## src/rtl/pulsos_botones_if.sv

```systemverilog
`default_nettype none
// ============================================================================
// Module      : pulsos_botones_if
// Description : Button-to-counter link. Carries the raw push-button levels
//               into the pulse generator and the single-cycle increment /
//               decrement strobes out to the hour/minute counters.
//               master = pulse producer, slave = button source / counter side.
// Revision    : 1.0 - initial release
// ============================================================================
interface pulsos_botones_if;
    logic btn_arriba;       // raw "up" level, asynchronous, active-high
    logic btn_abajo;        // raw "down" level, asynchronous, active-high
    logic boton_aumenta;    // one-cycle increment strobe
    logic boton_disminuye;  // one-cycle decrement strobe

    modport master (
        input  btn_arriba,
        input  btn_abajo,
        output boton_aumenta,
        output boton_disminuye
    );

    modport slave (
        output btn_arriba,
        output btn_abajo,
        input  boton_aumenta,
        input  boton_disminuye
    );
endinterface
`default_nettype wire

```

## src/rtl/pulsos_botones.sv

```systemverilog
`default_nettype none
// ============================================================================
// Module      : pulsos_botones
// Description : Producer side of the clock-setting buttons. Synchronises and
//               debounces the raw up/down buttons and issues one registered
//               single-cycle strobe per debounced press. Pressing both
//               buttons locks out all strobes until both are released.
//               Optional feature macro: AUTOREPEAT_EN - when defined, a held
//               button repeats its strobe after REPEAT_DELAY cycles and then
//               every REPEAT_PERIOD cycles; when undefined no timer exists.
// Revision    : 1.0 - initial release
// ============================================================================
module pulsos_botones #(
    parameter int DEBOUNCE_CYCLES = 50000,
    parameter int REPEAT_DELAY    = 25000000,
    parameter int REPEAT_PERIOD   = 5000000,
    parameter int CNT_W           = 25
) (
    input  logic             clk,
    input  logic             reset_n,
    pulsos_botones_if.master bus
);

    // ------------------------------------------------------------------------
    // Constants
    // ------------------------------------------------------------------------
    localparam logic [1:0] c_idle    = 2'd0;
    localparam logic [1:0] c_hold_up = 2'd1;
    localparam logic [1:0] c_hold_dn = 2'd2;
    localparam logic [1:0] c_lock    = 2'd3;

    // Debounce counter compares against N-1 so the level flips on the N-th
    // consecutive mismatching cycle.
    localparam logic [CNT_W-1:0] c_deb_last = CNT_W'(DEBOUNCE_CYCLES - 1);

    // ------------------------------------------------------------------------
    // Elaboration-time parameter sanity
    // ------------------------------------------------------------------------
    if (DEBOUNCE_CYCLES < 1 || REPEAT_DELAY < 1 || REPEAT_PERIOD < 1) begin : g_bad_range
        $error("pulsos_botones: DEBOUNCE_CYCLES, REPEAT_DELAY and REPEAT_PERIOD must be >= 1");
    end

    if (64'(DEBOUNCE_CYCLES) > ((64'd1 << CNT_W) - 64'd1) ||
        64'(REPEAT_DELAY)    > ((64'd1 << CNT_W) - 64'd1) ||
        64'(REPEAT_PERIOD)   > ((64'd1 << CNT_W) - 64'd1)) begin : g_bad_width
        $error("pulsos_botones: CNT_W too narrow for the configured cycle counts");
    end

    // ------------------------------------------------------------------------
    // Per-button synchroniser and debouncer. Bit 0 = up, bit 1 = down.
    // ------------------------------------------------------------------------
    logic [1:0] w_raw;
    logic [1:0] w_db;

    assign w_raw = {bus.btn_abajo, bus.btn_arriba};

    for (genvar i = 0; i < 2; i++) begin : g_btn
        logic             r_meta;
        logic             r_sync;
        logic             r_db;
        logic [CNT_W-1:0] r_cnt;

        // Two-flop synchroniser: the raw level is used nowhere else.
        always_ff @(posedge clk or negedge reset_n) begin
            if (!reset_n) begin
                r_meta <= 1'b0;
                r_sync <= 1'b0;
            end else begin
                r_meta <= w_raw[i];
                r_sync <= r_meta;
            end
        end

        // Debounce: count consecutive disagreeing cycles, any agreement
        // restarts the count; the >= compare keeps it from ever wrapping.
        always_ff @(posedge clk or negedge reset_n) begin
            if (!reset_n) begin
                r_cnt <= '0;
                r_db  <= 1'b0;
            end else if (r_sync == r_db) begin
                r_cnt <= '0;
            end else if (r_cnt >= c_deb_last) begin
                r_db  <= r_sync;
                r_cnt <= '0;
            end else begin
                r_cnt <= r_cnt + 1'b1;
            end
        end

        assign w_db[i] = r_db;
    end

    // ------------------------------------------------------------------------
    // Strobe FSM
    // ------------------------------------------------------------------------
    logic [1:0] r_state;
    logic [1:0] w_state_next;
    logic       r_aumenta;
    logic       r_disminuye;
    logic       w_aumenta_next;
    logic       w_disminuye_next;
    logic       w_repeat_due;

`ifdef AUTOREPEAT_EN
    localparam logic [CNT_W-1:0] c_delay_last  = CNT_W'(REPEAT_DELAY - 1);
    localparam logic [CNT_W-1:0] c_period_last = CNT_W'(REPEAT_PERIOD - 1);
    localparam logic [CNT_W-1:0] c_cnt_max     = {CNT_W{1'b1}};

    logic [CNT_W-1:0] r_timer;
    logic             r_repeating;  // first repeat already issued in this hold

    // The first repeat waits the long delay, later ones the short period.
    assign w_repeat_due = r_repeating ? (r_timer >= c_period_last)
                                      : (r_timer >= c_delay_last);

    // Repeat timer: cleared on state entry, reloaded on every strobe,
    // otherwise counts up and saturates.
    always_ff @(posedge clk or negedge reset_n) begin
        if (!reset_n) begin
            r_timer     <= '0;
            r_repeating <= 1'b0;
        end else if (w_state_next != r_state) begin
            r_timer     <= '0;
            r_repeating <= 1'b0;
        end else if (w_aumenta_next || w_disminuye_next) begin
            r_timer     <= '0;
            r_repeating <= 1'b1;
        end else if (r_timer != c_cnt_max) begin
            r_timer <= r_timer + 1'b1;
        end
    end
`else
    // Without auto-repeat a held button never strobes again.
    assign w_repeat_due = 1'b0;
`endif

    // State and strobe registers.
    always_ff @(posedge clk or negedge reset_n) begin
        if (!reset_n) begin
            r_state     <= c_idle;
            r_aumenta   <= 1'b0;
            r_disminuye <= 1'b0;
        end else begin
            r_state     <= w_state_next;
            r_aumenta   <= w_aumenta_next;
            r_disminuye <= w_disminuye_next;
        end
    end

    // Next state: own-button release has priority over the other button.
    always_comb begin
        w_state_next = r_state;
        case (r_state)
            c_idle: begin
                if (w_db == 2'b11)      w_state_next = c_lock;
                else if (w_db == 2'b01) w_state_next = c_hold_up;
                else if (w_db == 2'b10) w_state_next = c_hold_dn;
            end
            c_hold_up: begin
                if (!w_db[0])     w_state_next = c_idle;
                else if (w_db[1]) w_state_next = c_lock;
            end
            c_hold_dn: begin
                if (!w_db[1])     w_state_next = c_idle;
                else if (w_db[0]) w_state_next = c_lock;
            end
            c_lock: begin
                if (w_db == 2'b00) w_state_next = c_idle;
            end
            default: w_state_next = c_idle;
        endcase
    end

    // Strobe requests: a single button seen from IDLE, or a due repeat while
    // the same button alone stays held. Never both, never in LOCK.
    always_comb begin
        w_aumenta_next   = 1'b0;
        w_disminuye_next = 1'b0;
        case (r_state)
            c_idle: begin
                w_aumenta_next   = (w_db == 2'b01);
                w_disminuye_next = (w_db == 2'b10);
            end
            c_hold_up: w_aumenta_next   = (w_db == 2'b01) && w_repeat_due;
            c_hold_dn: w_disminuye_next = (w_db == 2'b10) && w_repeat_due;
            default: begin
                w_aumenta_next   = 1'b0;
                w_disminuye_next = 1'b0;
            end
        endcase
    end

    assign bus.boton_aumenta   = r_aumenta;
    assign bus.boton_disminuye = r_disminuye;

`ifndef SYNTHESIS
    // The two strobes are mutually exclusive by construction.
    a_exclusive : assert property (@(posedge clk) disable iff (!reset_n)
                                   !(r_aumenta && r_disminuye));
`endif

endmodule
`default_nettype wire

```

## src/flat_wrapper.sv

```systemverilog
// flat-port wrapper written by rule: the top's interface ports become plain ports
module pulsos_botones_flat 
#(
    parameter int DEBOUNCE_CYCLES = 50000,
    parameter int REPEAT_DELAY    = 25000000,
    parameter int REPEAT_PERIOD   = 5000000,
    parameter int CNT_W           = 25
)
  (clk, reset_n, bus_btn_arriba, bus_btn_abajo, bus_boton_aumenta, bus_boton_disminuye);
  pulsos_botones_if bus_i ();
  input  logic clk;
  input  logic reset_n;
  input wire logic [$bits(bus_i.btn_arriba)-1:0] bus_btn_arriba;
  input wire logic [$bits(bus_i.btn_abajo)-1:0] bus_btn_abajo;
  output wire logic [$bits(bus_i.boton_aumenta)-1:0] bus_boton_aumenta;
  output wire logic [$bits(bus_i.boton_disminuye)-1:0] bus_boton_disminuye;
  assign bus_i.btn_arriba = bus_btn_arriba;
  assign bus_i.btn_abajo = bus_btn_abajo;
  assign bus_boton_aumenta = bus_i.boton_aumenta;
  assign bus_boton_disminuye = bus_i.boton_disminuye;
  pulsos_botones #(.DEBOUNCE_CYCLES(DEBOUNCE_CYCLES), .REPEAT_DELAY(REPEAT_DELAY), .REPEAT_PERIOD(REPEAT_PERIOD), .CNT_W(CNT_W)) u_core (.clk(clk), .reset_n(reset_n), .bus(bus_i));
endmodule
```

## config.mk

```make
export PLATFORM = sky130hd
export DESIGN_NAME = pulsos_botones_flat
export DESIGN_NICKNAME = d
export VERILOG_FILES = /design/src/rtl/pulsos_botones_if.sv /design/src/rtl/pulsos_botones.sv /design/src/flat_wrapper.sv
export SDC_FILE = /design/constraint.sdc
export NUM_CORES = 1
export LEC_CHECK = 0
export BUFFER_PORTS_ARGS = -buffer_cell sky130_fd_sc_hd__buf_2
export CORE_MARGIN = 1.5
export CORE_UTILIZATION = 65
export DETAILED_ROUTE_END_ITERATION = 8
export MAX_ROUTING_LAYER = met4
export PLACE_DENSITY = 0.82
export SETUP_SLACK_MARGIN = 0.1
export SLEW_MARGIN = 20
export SYNTH_ARGS = -nofsm -noshare
export SYNTH_HDL_FRONTEND = slang
export SYNTH_SLANG_ARGS = --single-unit
```

## constraint.sdc

```tcl
create_clock -name clk -period 3.8 [get_ports clk]
set_input_delay 0.19 -clock clk [delete_from_list [all_inputs] [get_ports clk]]
set_output_delay 0.19 -clock clk [all_outputs]
set_load 0.05 [all_outputs]
```

### After elaboration in Yosys (flattened, before gate mapping)

Index checks and enable logic that the tools add are counted.

* $lt $le $gt $ge: 2
* add/sub/neg operators: 2
* equality and inequality tests: 12
* bitwise operators: 2
* reductions and logical operators: 5
* multiplexer cells: 15

Operators by type and width (number)
* $mux 25: 4
* $add 25x1->25 const B: 2
* $ge 25x16->1 const B: 2
* $mux 2: 8
* $eq 2x2->1 const B: 4
* $pmux 2 s4: 1
* $eq 2x1->1 const B: 2
* $logic_not 2->1: 2
* $ne 4x1->1 const B: 1
* $reduce_and 2->1: 2
* $reduce_and 4->1: 1
* $ne 3x2->1 const B: 1
* $ne 3x3->1 const B: 1
* $eq 1x1->1: 2
* $mux 1: 2
* $ne 2x1->1 const B: 1
* $not 1->1: 2

* output and inout port bits: 2
* word-level logic and storage cells: 49
* bits in registers: 60
* input port bits: 4

### Depth between registers and ports, before layout

* depth after elaboration: 5
* depth in mapped cells: 7
* mapped depth without buffers: 6

### Least setup slack after synthesis

OpenSTA, ideal clock, no wires.

* path type: flip-flop to flip-flop
* start point: reg u_core.g_btn[0].r_cnt[0]
* end point: reg u_core.g_btn[0].r_cnt[10]
* buffers on the path: 1
* path slack: 2089 ps
* data arrival time: 1643 ps
* data required time: 3731 ps
* setup time: 69 ps
* cell stages (with the launch flop): 8
* clock period less this slack: 1711 ps
* cell sequence: dfrtp_1 > ha_1 > and3_1 > and4b_1 > a21oi_1 > nand3_2 > buf_6 > nor2_4

* word-level cells in the longest chain between the ends: 3
* elaborated cells on any way between the ends: 4
* those cells by class: add/sub: 1; order compare: 1; mux: 2

Ends and longest elaborated chain
* start, declared: RTL line pulsos_botones.sv:61 `logic [CNT_W-1:0] r_cnt;`
* start signal, assigned: RTL line pulsos_botones.sv:86 `r_cnt <= r_cnt + 1'b1;`
* $add 25x1->25 / $ge 25x16->1 (equally long branches): RTL line pulsos_botones.sv:86, pulsos_botones.sv:82
* $mux 25 *: RTL line pulsos_botones.sv:82 `end else if (r_cnt >= c_deb_last) begin`
* $mux 25 *: RTL line pulsos_botones.sv:80 `end else if (r_sync == r_db) begin`

Every way passes the cells marked *; elsewhere a longest branch is shown, timed or not.
A chain may end at the register's enable or synchronous reset.

### Final worst setup path

* start point: reg u_core.g_btn[0].r_cnt[0]
* end point: reg u_core.g_btn[0].r_cnt[3]

Same word-level chain as after synthesis.

==> qor.txt <==
CP Capture Type: flop
CP Cell Sequence: ha_1 > and3_1 > and4b_1 > a21oi_1 > nand3_2 > nor2_1
Mapped Cells: 218
Slew margin rel.: 60.09%
Vias in the first global route: 1,640
Worst-path maximum fanout: 15
Die Y: 65.59 um
Drt total wl: 4269 um
Highest clock rate: 0.4676 GHz
FILL cells: 245
Clock Pin Slew Worst Setup and Hold Paths: 0.07 ns
Crit path DAT: 2.38 ns
Setup TNS: 0 ns
# hold bufs at CTS: 3
Total power: 0.001337 W
First-pass GRT wire length: 7596 um
# Post-CTS Setup Buffers: 0
Crit path largest cell delay: 0.50 ns
Root buffer cell: clkbuf_8
Fin nets: 257
Total core area: 0.003716 mm2
Startpoint types: flop
Final min period: 2.138 ns
Vias per inst: 5.395
Drt wl/cell: 14.04 um
CTS tree: done
Placer Congestion: 0.8234
Commonest cells after routing, fill and taps aside: dfrtp_1, nor2_1, conb_1, xnor2_1, xor2_1
Mean Syn Cell Area: 11.68 um2
Largest net degree at the start of global routing: 42
Critical-path top delay cell: nand3_2
Power per cell area: 456.8 mW/mm2
Initial antenna violation count: 0
Clock tree sinks: 60
Top cell type by total area after synthesis: dfrtp_1
Multi-input gate area: 0.001077 mm2
# H-tree levels: 3
Clock Skew: 0.006796 ns
RSZ-0062 raised after global routing: no
Worst-skew pair later-pin latency: 0.33 ns
Slew Viols, Final: 0
Post-synthesis cell area: 0.002546 mm2
Final setup vio count: 0
Largest cells by area after synthesis: dfrtp_1, xnor2_1, nor2_1
Number of gates resized after CTS: 0
Row count: 22
CTS max path bufs: 2
Final antenna-violating net count: 0
Global route total overflow: 0
Synth Register Bits: 60
Status: finished clean
DRT Pass-1 Iters: 4
Kind of critical path: flop to flop
Initial Utilization: 68.52%
Max Cap Viol: 0
Remaining DRCs: 0
Register Area: 0.001501 mm2
Area grow syn2layout: 14.94%
Synth top area share: 58.97%
Static Leakage: 1.214 nW
Hold Crit Class: primary input to async pin
Peak VDD IR: 0.5188 mV
Port buffer count: 5
Worst Path Required: 4.04 ns
Distinct cells, synth: 35
DR vias: 1,640
CTS Buf Count: 9
Leading cell type in the layout, fill and taps excluded: dfrtp_1
Layout cells sized above 1: 15.63%
Actual slew at the worst max-slew pin: 0.5980 ns
Sequential cell area fraction in the yosys report: 58.97%
Syn. warnings: 0
Tot GR Track Use: 24.79%
DRT iter0 DRCs: 126
Antenna diode count: 0
Final Hold Viols: 0
IO Count: 6
Full die area: 0.004301 mm2
Period Utilization, post-route: 56.27%
Die width: 65.59 um
Post-DP HPWL: 2721 um
[metal layers]
metal | vias up | GRT usage, % | part of all wire (%)
li1 | 784 | - | -
met1 | 817 | 33.76 | 48
met2 | 27 | 34.44 | 47
met3 | 12 | 7.363 | 3.7
met4 | 0 | 11.72 | 1.9
met5 | - | - | 0
[power breakdown]
part | total [W] | switching (W) | internal, W
combinational | 0.0000370 | 0.0000259 | 0.0000110
sequential | 0.000668 | 0.0000127 | 0.000656
clock | 0.000632 | 0.000245 | 0.000387
[cell type report]
class                      count  area share [%]
inverter                       2          0.2565
clock buffer                  12           4.959
multi-input combinational    169           36.81
clock inverter                 4           2.480
sequential                    60           51.30
timing repair buffer           9           2.138
tap                           48           2.052
[sequential cells by signal (all words and copies together), names as in the netlist]
signal / cells
u_core.bus.boton_aumenta: 1
u_core.g_btn.r_sync: 2
u_core.g_btn.r_meta: 2
u_core.r_state: 2
u_core.g_btn.r_db: 2
u_core.g_btn.r_cnt: 50
u_core.bus.boton_disminuye: 1
[kinds of logic after synthesis]
| logic type | Yosys count | share of synthesized area, % |
|---|---|---|
| AOI/OAI and AO/OA | 9 | 2.653 |
| adders and majority gates | 2 | 0.9826 |
| other | 1 | 0.1473 |
| xor gates and xnor gates | 30 | 10.32 |
| buffers and inverters | 6 | 1.229 |
| DFF | 60 | 58.97 |
| and+or+nand+nor | 108 | 24.82 |
| muxes | 2 | 0.8845 |
[through the flow]
stage               std cells  hold slack [ns]  instance area, um2  util (%)  setup WS, ns
floorplan                 235          -0.1056                2610         -         2.089
global placement          285           0.1527                2679     72.09         1.750
detailed placement        285           0.1530                2679     72.09         1.649
CTS                       304           0.3417                2927     78.75         1.645
global route              304           0.3680                2927     78.75         1.467
finish                    304           0.3315                2927     78.75         1.662
[critical path: cells and delay by family (launching register included)]
| family | cells | cell delay, ns |
|---|---|---|
| AOI/OAI and AO/OA | 1 | 0.19 |
| DFF | 1 | 0.42 |
| adders and majority gates | 1 | 0.25 |
| and+or+nand+nor | 4 | 1.19 |
[worst paths after layout]
check	startpoint	to	slack (ns)	depth (start not counted)
worst max-delay path	u_core.g_btn[0].r_cnt[0]	u_core.g_btn[0].r_cnt[3]	1.66	6
worst min-delay path	reset_n	u_core.g_btn[1].r_cnt[15]	0.33	2
worst max register to register	u_core.g_btn[0].r_cnt[0]	u_core.g_btn[0].r_cnt[3]	1.66	6
worst min register to register	u_core.g_btn[1].r_meta	u_core.g_btn[1].r_sync	0.36	0
max in group asynchronous	reset_n	u_core.g_btn[0].r_cnt[0]	2.60	3
min in group clk	u_core.g_btn[1].r_meta	u_core.g_btn[1].r_sync	0.36	0
[cells in the mapped netlist]
cell       n
inv_1      2
buf_6      1
nor2_2     2
o211ai_2   1
o21a_1     1
clkbuf_1   2
and3_1     7
a21oi_1    5
nor4b_1    2
nor4_1     2
mux2_1     1
conb_1     1
nand3_1   12
and3_4     1
nand3_2    1
mux2_2     1
nand2b_1   2
nor4_2     1
nor2_4     8
nor2_1    36
nand2_1   13
xnor2_1   16
nand4_1    9
ha_1       2
xor2_1    14
or2_2      1
nor4_4     2
nor3b_1    1
a211oi_2   1
a311o_1    1
nor3b_2    1
dfrtp_1   60
and4b_1    1
buf_2      1
nor3_1     6
Power figures use the tool's default switching activity.
